--- config.mk ---
export PLATFORM = sky130hd
export DESIGN_NAME = mips_watchdog_timer
export DESIGN_NICKNAME = d
export VERILOG_FILES = /design/src/rtl/mips_watchdog_timer.sv
export SDC_FILE = /design/constraint.sdc
export NUM_CORES = 1
export LEC_CHECK = 0
export CAP_MARGIN = 20
export CORE_ASPECT_RATIO = 1.1
export CORE_MARGIN = 2
export CORE_UTILIZATION = 44
export CTS_BUF_LIST = sky130_fd_sc_hd__clkbuf_16
export DETAILED_ROUTE_END_ITERATION = 10
export PLACE_DENSITY = 0.77
export SLEW_MARGIN = 20
export SYNTH_ARGS = -nofsm -noshare
export SYNTH_HDL_FRONTEND = slang
export SYNTH_SLANG_ARGS = --single-unit
--- constraint.sdc ---
create_clock -name i_clk -period 6.4 [get_ports i_clk]
set_input_delay 1.28 -clock i_clk [delete_from_list [all_inputs] [get_ports i_clk]]
set_output_delay 1.28 -clock i_clk [all_outputs]
set_load 0.03 [all_outputs]
--- src/rtl/mips_watchdog_timer.sv ---
// Watchdog down-counter loaded by the wdt_set instruction and serviced by a kick strobe.
// On expiry it raises a fixed-length reset request, then re-arms itself with the last period.
module mips_watchdog_timer #(
  parameter int DATA_WIDTH      = 32,
  parameter int COUNT_WIDTH     = 32,  // must be <= DATA_WIDTH
  parameter int RESET_PULSE_LEN = 4    // must be >= 1
) (
  input  logic                   i_clk,
  input  logic                   i_reset,
  input  logic                   i_wait_period_w_en,
  input  logic [DATA_WIDTH-1:0]  i_wait_period,
  input  logic                   i_kick,
  output logic                   o_wdt_reset,
  output logic                   o_timeout_flag,
  output logic                   o_armed,
  output logic [COUNT_WIDTH-1:0] o_count
);

  localparam int PULSE_W = (RESET_PULSE_LEN > 1) ? $clog2(RESET_PULSE_LEN) : 1;
  localparam logic [PULSE_W-1:0] PULSE_LOAD = PULSE_W'(RESET_PULSE_LEN - 1);

  typedef enum logic [1:0] {
    ST_DISARMED = 2'd0,
    ST_COUNTING = 2'd1,
    ST_FIRING   = 2'd2
  } state_t;

  state_t                 state_reg,        state_next;
  logic [COUNT_WIDTH-1:0] period_reg,       period_next;
  logic [COUNT_WIDTH-1:0] count_reg,        count_next;
  logic [PULSE_W-1:0]     pulse_cnt_reg,    pulse_cnt_next;
  logic                   wdt_reset_reg,    wdt_reset_next;
  logic                   timeout_flag_reg, timeout_flag_next;
  logic                   armed_reg;

  logic [COUNT_WIDTH-1:0] period_in;
  logic                   period_is_zero;
  logic                   unused_period_bits;

  // Only the low COUNT_WIDTH bits of the register operand form the period.
  assign period_in          = i_wait_period[COUNT_WIDTH-1:0];
  assign period_is_zero     = (period_in == '0);
  assign unused_period_bits = ^i_wait_period;

  always_comb begin
    state_next        = state_reg;
    period_next       = period_reg;
    count_next        = count_reg;
    pulse_cnt_next    = pulse_cnt_reg;
    wdt_reset_next    = wdt_reset_reg;
    timeout_flag_next = timeout_flag_reg;

    unique case (state_reg)
      ST_DISARMED: begin
        if (i_wait_period_w_en) begin
          period_next = period_in;
          if (!period_is_zero) begin
            count_next = period_in;
            state_next = ST_COUNTING;
          end
        end
      end

      ST_COUNTING: begin
        if (i_wait_period_w_en && period_is_zero) begin
          count_next = '0;
          state_next = ST_DISARMED;
        end else if (i_wait_period_w_en) begin
          period_next = period_in;
          count_next  = period_in;
        end else if (i_kick) begin
          count_next = period_reg;
        end else if (count_reg == COUNT_WIDTH'(1)) begin
          // Expiry: count never wraps below 1 while counting.
          count_next        = '0;
          wdt_reset_next    = 1'b1;
          timeout_flag_next = 1'b1;
          pulse_cnt_next    = PULSE_LOAD;
          state_next        = ST_FIRING;
        end else begin
          count_next = count_reg - COUNT_WIDTH'(1);
        end
      end

      ST_FIRING: begin
        // Writes and kicks cannot shorten or cancel an in-flight reset pulse.
        if (pulse_cnt_reg != '0) begin
          pulse_cnt_next = pulse_cnt_reg - PULSE_W'(1);
        end else begin
          wdt_reset_next = 1'b0;
          count_next     = period_reg;
          state_next     = ST_COUNTING;
        end
      end

      default: begin
        state_next = ST_DISARMED;
      end
    endcase
  end

  always_ff @(posedge i_clk) begin
    if (i_reset) begin
      state_reg        <= ST_DISARMED;
      period_reg       <= '0;
      count_reg        <= '0;
      pulse_cnt_reg    <= '0;
      wdt_reset_reg    <= 1'b0;
      timeout_flag_reg <= 1'b0;
      armed_reg        <= 1'b0;
    end else begin
      state_reg        <= state_next;
      period_reg       <= period_next;
      count_reg        <= count_next;
      pulse_cnt_reg    <= pulse_cnt_next;
      wdt_reset_reg    <= wdt_reset_next;
      timeout_flag_reg <= timeout_flag_next;
      armed_reg        <= (state_next != ST_DISARMED);
    end
  end

  assign o_wdt_reset    = wdt_reset_reg;
  assign o_timeout_flag = timeout_flag_reg;
  assign o_armed        = armed_reg;
  assign o_count        = count_reg;

endmodule

### Yosys cells after proc, flatten, opt, wreduce, memory -nomap -nowiden

Cells that the tools add are included.

| storage, ports and cells | value |
|---|---|
| logic and storage cells | 67 |
| output and inout port bits | 35 |
| flip-flop bits (word level) | 71 |
| bits of input ports | 36 |

| operators by class | value |
|---|---|
| equality and inequality tests | 11 |
| multiplexer cells | 31 |
| bitwise logic cells | 3 |
| add/sub/neg operators | 2 |
| reductions and logical operators | 13 |

Operators by type and width:

| operator | number |
|---|---|
| $mux W32 | 9 |
| $pmux W32 S3 | 1 |
| $pmux W32 S2 | 1 |
| $eq A32 B1 Y1 const B | 1 |
| $logic_not A32 Y1 | 1 |
| $sub A32 B1 Y32 const B | 1 |
| $mux W2 | 12 |
| $ne A2 B2 Y1 const B | 8 |
| $reduce_and A6 Y1 | 2 |
| $reduce_bool A2 Y1 | 4 |
| $pmux W2 S3 | 1 |
| $mux W1 | 5 |
| $reduce_and A5 Y1 | 1 |
| $pmux W2 S2 | 1 |
| $reduce_and A4 Y1 | 1 |
| $not A1 Y1 | 3 |
| $reduce_bool A3 Y1 | 1 |
| $eq A2 B1 Y1 const B | 1 |
| $eq A2 B2 Y1 const B | 1 |
| $logic_not A2 Y1 | 1 |
| $pmux W1 S2 | 1 |
| $reduce_and A2 Y1 | 1 |
| $sub A2 B1 Y2 const B | 1 |
| $logic_and A1 B1 Y1 | 1 |

### Logic depth before layout (Yosys ltp)

Gate-level depths: netlist of run 1.

| depth | value |
|---|---|
| depth in word-level cells | 7 |
| mapped depth | 10 |
| gate-level depth less buffers | 8 |

### Least setup slack after synthesis of run 1

No wires, ideal clock.

| timing path | value |
|---|---|
| path kind | input to register |
| from | input port i_wait_period[4] |
| to | register count_reg[12] (netlist: o_count[12]) |
| arrival | 2.887 ns |
| required time | 6.264 ns |
| path buffers | 1 |
| setup slack | 3.377 ns |
| stages on the path | 7 |
| setup time | 0.136 ns |
| path through | nor4_1 nand4_1 o21ai_1 a21oi_1 nand2b_1 clkbuf_1 o32ai_1 |

| on the way | value |
|---|---|
| word-level cells in the longest chain between the ends | 4 |
| elaborated cells between the ends (all ways) | 6 |
| classes of those cells | 1 x eq/ne; 2 x mux; 3 x reduce/logical |

Ends and longest elaborated chain:

| element | line | RTL |
|---|---|---|
| start: declaration | 11 | `input logic [DATA_WIDTH-1:0] i_wait_period,` |
| $logic_not A32 Y1 (*) | 42 | `assign period_is_zero = (period_in == '0);` |
| $logic_and A1 B1 Y1 | 65 | `if (i_wait_period_w_en && period_is_zero) begin` |
| $mux W32 | 65 |  |
| $pmux W32 S3 | 53 | `unique case (state_reg)` |
| end signal: assignment | 114 | `count_reg <= count_next;` |
| end: declaration | 30 | `logic [COUNT_WIDTH-1:0] count_reg, count_next;` |

Every way passes the cells marked *; elsewhere a longest branch is shown, timed or not.
A chain may end at the register's enable or synchronous reset.

### Worst setup path after layout of run 1

| timing path | value |
|---|---|
| from | input port i_wait_period[4] |
| to | register period_reg[28] |

| on the way | value |
|---|---|
| word-level cells in the longest chain between the ends | 4 |

Ends and longest elaborated chain:

| element | line | RTL |
|---|---|---|
| $logic_not A32 Y1 | 42 |  |
| $logic_and A1 B1 Y1 | 65 |  |
| $ne A2 B2 Y1 (no line) | -- |  |
| $reduce_and A2 Y1 (no line) | -- |  |
| end signal: assignment | 113 | `period_reg <= period_next;` |
| end: declaration | 29 | `logic [COUNT_WIDTH-1:0] period_reg, period_next;` |

No other way between the ends.

==> results of run 1 <==
## logic make-up (layout without fill, tap and decap cells)
logic type               after synthesis  after routing  synth area share
AO/OA/AOI/OAI                        150            150             0.249
XOR/XNOR                               8              8            0.0162
adder cells (fa/ha/maj)                8              8            0.0231
buffers and inverters                 64            124            0.0681
flip-flops                            71             71             0.328
multiplexers                          33             33            0.0765
AND/OR/NAND/NOR                      191            191             0.239
## metal layers
layer | vias up | track usage | routed length [um]
met3 | 46 | 0.0465 | 1150
met4 | 0 | 0.127 | 439
li1 | 2094 | - | -
met1 | 2169 | 0.341 | 5700
met2 | 249 | 0.424 | 6590
met5 | - | 0 | 0
## worst max-delay path by stage
stage                     slack [ps]              start  cells past startpoint             end
final                           2300   i_wait_period[4]                      8  period_reg[28]
after global placement          1910  i_wait_period[12]                      7     o_count[23]
after detailed placement        1760  i_wait_period[12]                      7     o_count[23]
after CTS                       2080  i_wait_period[12]                      7     o_count[23]
after floorplan                 3380   i_wait_period[4]                      7     o_count[12]
after global routing            2090  i_wait_period[12]                      8  period_reg[28]
## layout make-up
type / instances / area [um^2]
clock inverter: 7 / 63.8
timing repair buffer: 76 / 741
multi-input combinational: 390 / 2620
clock buffer: 9 / 225
sequential: 71 / 1420
inverter: 32 / 120
tap: 120 / 150
fill: 858 / 4400
## worst max-delay path, cell delays in order
cell,delay (ps)
clkdlybuf4s50_1,450
nor4_1,560
nand4_1,300
nor2_1,230
a21o_1,670
buf_4,480
mux2i_1,250
nor2_1,60
## stage by stage
| step | utilization | power, mW | hold WS (ps) | worst slack (ps) |
|---|---|---|---|---|
| global route | 0.548 | 1.44 | 461 | 2090 |
| floorplan | - | 0.762 | 455 | 3380 |
| finish | 0.548 | 1.38 | 446 | 2300 |
| detailed placement | 0.518 | 0.887 | 440 | 1760 |
| CTS | 0.548 | 1.38 | 448 | 2080 |
| global placement | 0.518 | 0.877 | 443 | 1910 |
## power by group
part           internal (mW)  switching, mW  leakage, nW
combinational          0.144          0.222         1.28
clock                  0.298          0.198        0.130
sequential             0.479         0.0412        0.585
total                  0.920          0.461         2.00
## placed cells by master (no fill, tap or decap), types with 3 or more instances in the layout
cell             netlist  final
a21oi_1               41     41
nor4_1                14     14
nor2_1                64     64
nand3_1               10     10
xor2_1                 8      8
nand2b_1               4      4
ha_1                   8      8
a211oi_1              14     14
o32ai_1               16     16
nor2b_1                7      7
nand2_1               27     27
nand3b_1               6      6
a21o_1                 4      3
o31ai_1                4      4
and4_2                 3      3
clkinvlp_4             0      3
nand4_1                4      4
and3_1                 6      6
inv_1                 32     32
mux2i_1               32     32
a32o_1                 4      4
nor3_1                17     17
and2_1                 5      5
clkbuf_16              0      9
o21ai_0               19     18
clkdlybuf4s50_1        0     69
buf_4                  2      6
a311oi_1               5      5
o41ai_1                4      4
a221oi_1              19     19
dfxtp_1               71     71
clkinv_1               0      3
or4_1                  6      6
==> out/results.ini, run 1 <==
[critical_path]
rr_worst_depth=9
r2r_start=state_reg[0]
cp-end-kind=flip-flop
rrSetupSlack_ps=3140
r2r-end=o_count[19]
critPathMaxFanout=19
cp.arrival_ps=4300
crit_path_start_kind=input pin
worst-setup-path-type=in -> reg
cp.required_ps=6600

[sta]
min_period_over_period=0.641
tightest_slew_ps=1040
maxSlewHeadroom=0.303
setup_viol=0
max_freq_mhz=244
rsz0062_at_grt=false
finalClockSkew_ps=6.56
hold_viol=0
finalCriticalPeriod_ps=4100
finalSetupTns_ps=0
drv_slew=0

[drt]
detail-route-antenna-nets=0
wl_per_cell_um=19.7
wl_um=13900
vias=4558
first_iter_violations=434
drcViolationCount=0
dr.pass1.iters=5
via_per_inst=6.47

[synth]
yosys.cell_count.top_type=dfxtp_1
synth.avg_cell_area_um2=8.26
yosys.area.top_type_share=0.328
synth_seq_cells=71
synth_common_cells=71 x dfxtp_1, 64 x nor2_1, 41 x a21oi_1
synth_edf_count=0
synthArstFlopShare=0
syn-cell-area_um2=4330
syn-num-nets=569
seq_area_frac_synth=0.328
synthCells=525
synthTopCellsByArea=dfxtp_1 33%, mux2i_1 7.4%, nor2_1 5.5%, a21oi_1 4.7%, a221oi_1 3.8%
synth_ff_type=dfxtp_1
synth.distinct_cells=64
ys_warn_count=0
synth_top_area_cell=dfxtp_1

[global_routing]
grt_pass1_vias=4323
grt_max_degree=78
grt-ovfl-total=0
grt_pass1_wl_um=22400
antenna_found_initial=0
grt_usage=0.263

[clock_network]
clk_path_buf_depth=2
cts_hold_repair.buffers=0
post-cts-setup-buffers=0
post_cts_resized=0
cts_tree=built
clk_latency_ps=340
clockRootBuffer=clkbuf_16
numClockSinks=71
cts_buffers=9
htreeDepth=3
clk_pin_slew_ps=60

[power]
p_per_area_nw_per_um2=258
power_leakage_nw=2.00
ir_drop_uv=149

[floorplanning]
core_um2=9750
die-area_um2=10700
row_count=38
die_y_um=108
num_io_pins=71
initial_core_util=0.445
die_w_um=98.6

[cells_and_area]
diodes=0
fin_nets=624
postLayoutCellArea_um2=5340
syn_to_final_growth_pct=23.3
drive_above_1_share=0.0701
layout.cells.non_filler=705

[placed_design]
port_buffers=70
globalplace.congestion=0.945
numPlacedInstances=689
place_area_um2=5050
dp_hpwl_um=9600

[job]
cap_violations=0

[outcome]
outcome=complete, no violations

[hold_path]
hold_end=o_timeout_flag
holdPathStages=2
hold_class=reg -> reg
holdCritStartpoint=o_timeout_flag

(Power assumes the default switching activity.)
==> run 2, diff against run 1 <==
- clock period: 6.4 -> 4.12 ns (I/O delays scaled with it)
==> out/results.ini, run 2 (synthesized netlist as in run 1, its figures left out) <==
[outcome]
outcome=complete, no violations

[floorplanning]
num_io_pins=71
core_um2=9750
die_y_um=108
die-area_um2=10700
die_w_um=98.6
row_count=38
initial_core_util=0.445

[critical_path]
cp.arrival_ps=3730
worst-setup-path-type=in -> reg
critPathMaxFanout=20
crit_path_start_kind=input pin
cp-end-kind=flip-flop
cp.required_ps=4340

[placed_design]
port_buffers=70
place_area_um2=5140
dp_slack_ps=373
numPlacedInstances=697
dp_hpwl_um=9910
globalplace.congestion=0.909

[clock_network]
post-cts-setup-buffers=0
post_cts_resized=0
clk_pin_slew_ps=60
clk_latency_ps=340
cts_buffers=9
clk_path_buf_depth=2
htreeDepth=3
cts_hold_repair.buffers=0
clockRootBuffer=clkbuf_16
numClockSinks=71
cts_tree=built

[power]
p_per_area_nw_per_um2=399
ir_drop_uv=220
power_leakage_nw=2.06
finalPower_mw=2.17

[drt]
vias=4568
detail-route-antenna-nets=0
first_iter_violations=391
drcViolationCount=0
wl_per_cell_um=20.1
dr.pass1.iters=5
wl_um=14300
via_per_inst=6.41

[global_routing]
antenna_found_initial=0
grt_pass1_wl_um=22700
grt_max_degree=48
grt_pass1_vias=4310
grt_usage=0.271
grt-ovfl-total=0

[sta]
fin_ws_ps=611
finalSetupTns_ps=0
rsz0062_at_grt=false
min_period_over_period=0.852
hold_viol=0
finalCriticalPeriod_ps=3510
hold_slack_ps=447
drv_slew=0
finalClockSkew_ps=9.13
setup_viol=0
maxSlewHeadroom=0.343
max_freq_mhz=285
tightest_slew_ps=985

[cells_and_area]
fin_nets=632
layout.cells.non_filler=713
final_common_cell=dfxtp_1
syn_to_final_growth_pct=25.3
fin_util=0.557
nFillCells=873
drive_above_1_share=0.0843
layout_common_cells=71 x dfxtp_1, 69 x clkdlybuf4s50_1, 64 x nor2_1
diodes=0
postLayoutCellArea_um2=5430

[hold_path]
hold_class=reg -> reg

[job]
cap_violations=0

==> run 2: area by class of cell <==
class | instances | area, um^2 | area share
timing repair buffer | 84 | 826 | 0.152
clock inverter | 7 | 65.1 | 0.0120
sequential | 71 | 1420 | 0.262
tap | 120 | 150 | 0.0277
multi-input combinational | 390 | 2620 | 0.483
inverter | 32 | 120 | 0.0221
clock buffer | 9 | 225 | 0.0415
==> run 2: per-layer routing <==
layer	global-route usage	routed length, um
met5	0	0
met4	0.133	459
met1	0.348	6050
met2	0.444	6760
met3	0.0420	1030
==> run 2: final timing paths <==
kind,slack [ps],start,to,depth (start not counted)
worst min register to register,450,o_timeout_flag,o_timeout_flag,2
worst max-delay path,610,i_wait_period[26],o_count[11],7
worst max register to register,1100,o_count[24],o_count[31],7
worst min-delay path,450,o_timeout_flag,o_timeout_flag,2
==> run 2: critical path: stages <==
cell and delay, ps:
clkdlybuf4s50_1 480, nor4_1 690, nand4_1 270, o21ai_1 450
o21ai_2 380, a221oi_1 490, o32ai_1 130
==> run 2: power by group <==
group	total (mW)	leakage, nW	internal [mW]	switching (mW)
Combinational	0.585	1.33	0.232	0.353
Clock	0.775	0.146	0.464	0.311
Sequential	0.807	0.585	0.743	0.0639
==> run 3, diff against run 2 <==
- CORE_ASPECT_RATIO: 1.1 -> not set
- clock period: 4.12 -> 3.7 ns (I/O delays scaled with it)
==> out/results.ini, run 3 (synthesized netlist as in run 1, its figures left out) <==
[outcome]
outcome=complete, no violations

[clock_network]
cts_hold_repair.buffers=0
post-cts-setup-buffers=0
cts_buffers=9
clockRootBuffer=clkbuf_16
htreeDepth=3
post_cts_resized=0
cts_tree=built
clk_latency_ps=330
numClockSinks=71
clk_pin_slew_ps=60
clk_path_buf_depth=2

[cells_and_area]
nFillCells=851
fin_nets=641
seq_area_um2=1420
diodes=0
drive_above_1_share=0.0997
multi_input_area_um2=2620
layout.cells.non_filler=735
final_common_cell=dfxtp_1
syn_to_final_growth_pct=27.0
postLayoutCellArea_um2=5510
layout_common_cells=71 x dfxtp_1, 69 x clkdlybuf4s50_1, 64 x nor2_1

[floorplanning]
die-area_um2=10700
core_um2=9680
die_w_um=103
num_io_pins=71
initial_core_util=0.448
row_count=36
die_y_um=103

[critical_path]
r2r_start=o_count[14]
cp.arrival_ps=3340
critPathMaxFanout=11
r2r-end=o_count[31]
cp.required_ps=3930
cp-end-kind=flip-flop
rr_worst_depth=7
worst-setup-path-type=in -> reg
rrSetupSlack_ps=720
crit_path_start_kind=input pin

[sta]
drv_slew=0
min_period_over_period=0.841
tightest_slew_ps=839
max_freq_mhz=321
fin_ws_ps=588
setup_viol=0
hold_viol=0
finalCriticalPeriod_ps=3110
rsz0062_at_grt=false
maxSlewHeadroom=0.441
finalSetupTns_ps=0
finalClockSkew_ps=4.67

[power]
power_leakage_nw=2.10
ir_drop_uv=247
swShare=0.333
p_per_area_nw_per_um2=442
p_seq_frac=0.369
intPower_mw=1.62
combPwrFrac=0.273
p_clk_frac=0.357
power_switching_mw=0.810
finalPower_mw=2.43

[job]
cap_violations=0

[global_routing]
grt_pass1_wl_um=21800
grt_max_degree=64
grt_usage=0.262
grt_pass1_vias=4343
grt-ovfl-total=0
antenna_found_initial=0

[hold_path]
holdPathStages=2
holdCritStartpoint=o_timeout_flag
hold_end=o_timeout_flag
hold_class=reg -> reg

[placed_design]
numPlacedInstances=719
globalplace.congestion=0.906
dp_slack_ps=350
place_area_um2=5210
port_buffers=70
dp_hpwl_um=9850

[drt]
wl_um=13800
dr.pass1.iters=6
detail-route-antenna-nets=0
via_per_inst=6.32
drcViolationCount=0
first_iter_violations=526
vias=4648
wl_per_cell_um=18.8

==> run 3: layer usage <==
layer	up-vias	track usage	routed length, um
li1	2127	-	-
met1	2155	0.361	5780
met2	311	0.405	6210
met3	55	0.0417	1280
met4	0	0.120	519
met5	-	0	0
==> run 3: worst max-delay path by stage <==
stage,start,to,slack (ps)
2_1_floorplan,o_count[14],o_count[23],1210
3_3_place_gp,i_wait_period[4],o_count[11],330
3_5_place_dp,i_wait_period[4],o_count[11],350
4_1_cts,i_wait_period[4],o_count[24],670
5_1_grt,i_wait_period[11],o_count[11],460
6_report,i_wait_period[11],o_count[24],590
==> run 3: layout make-up <==
type / instances / share of cell area
clock inverters: 7 / 0.0134
inverters: 32 / 0.0218
flip-flops and latches: 71 / 0.258
repair buffers: 93 / 0.160
clock buffers: 9 / 0.0409
well taps: 133 / 0.0302
multi-input cells: 390 / 0.476
==> run 3: worst max-delay path: stages <==
cell and delay (ps):
clkdlybuf4s50_1 460, nor4_1 540, nand4_1 290, o21ai_1 250, buf_4 170, a21oi_1 250
buf_4 280, o21a_1 120, o32ai_1 240
==> run 3: per-stage QoR <==
stage | hold WS, ps | utilization
floorplan | 455 | -
global placement | 440 | 0.538
detailed placement | 445 | 0.538
CTS | 455 | 0.569
global route | 480 | 0.569
finish | 448 | 0.569
==> run 3: power groups by stage <==
stage	sequential [mW]	clock, mW	combinational (mW)
finish	0.898	0.869	0.665
global route	0.905	0.906	0.713
global placement	0.908	0	0.638
floorplan	0.960	0	0.359
CTS	0.895	0.872	0.654
detailed placement	0.911	0	0.649
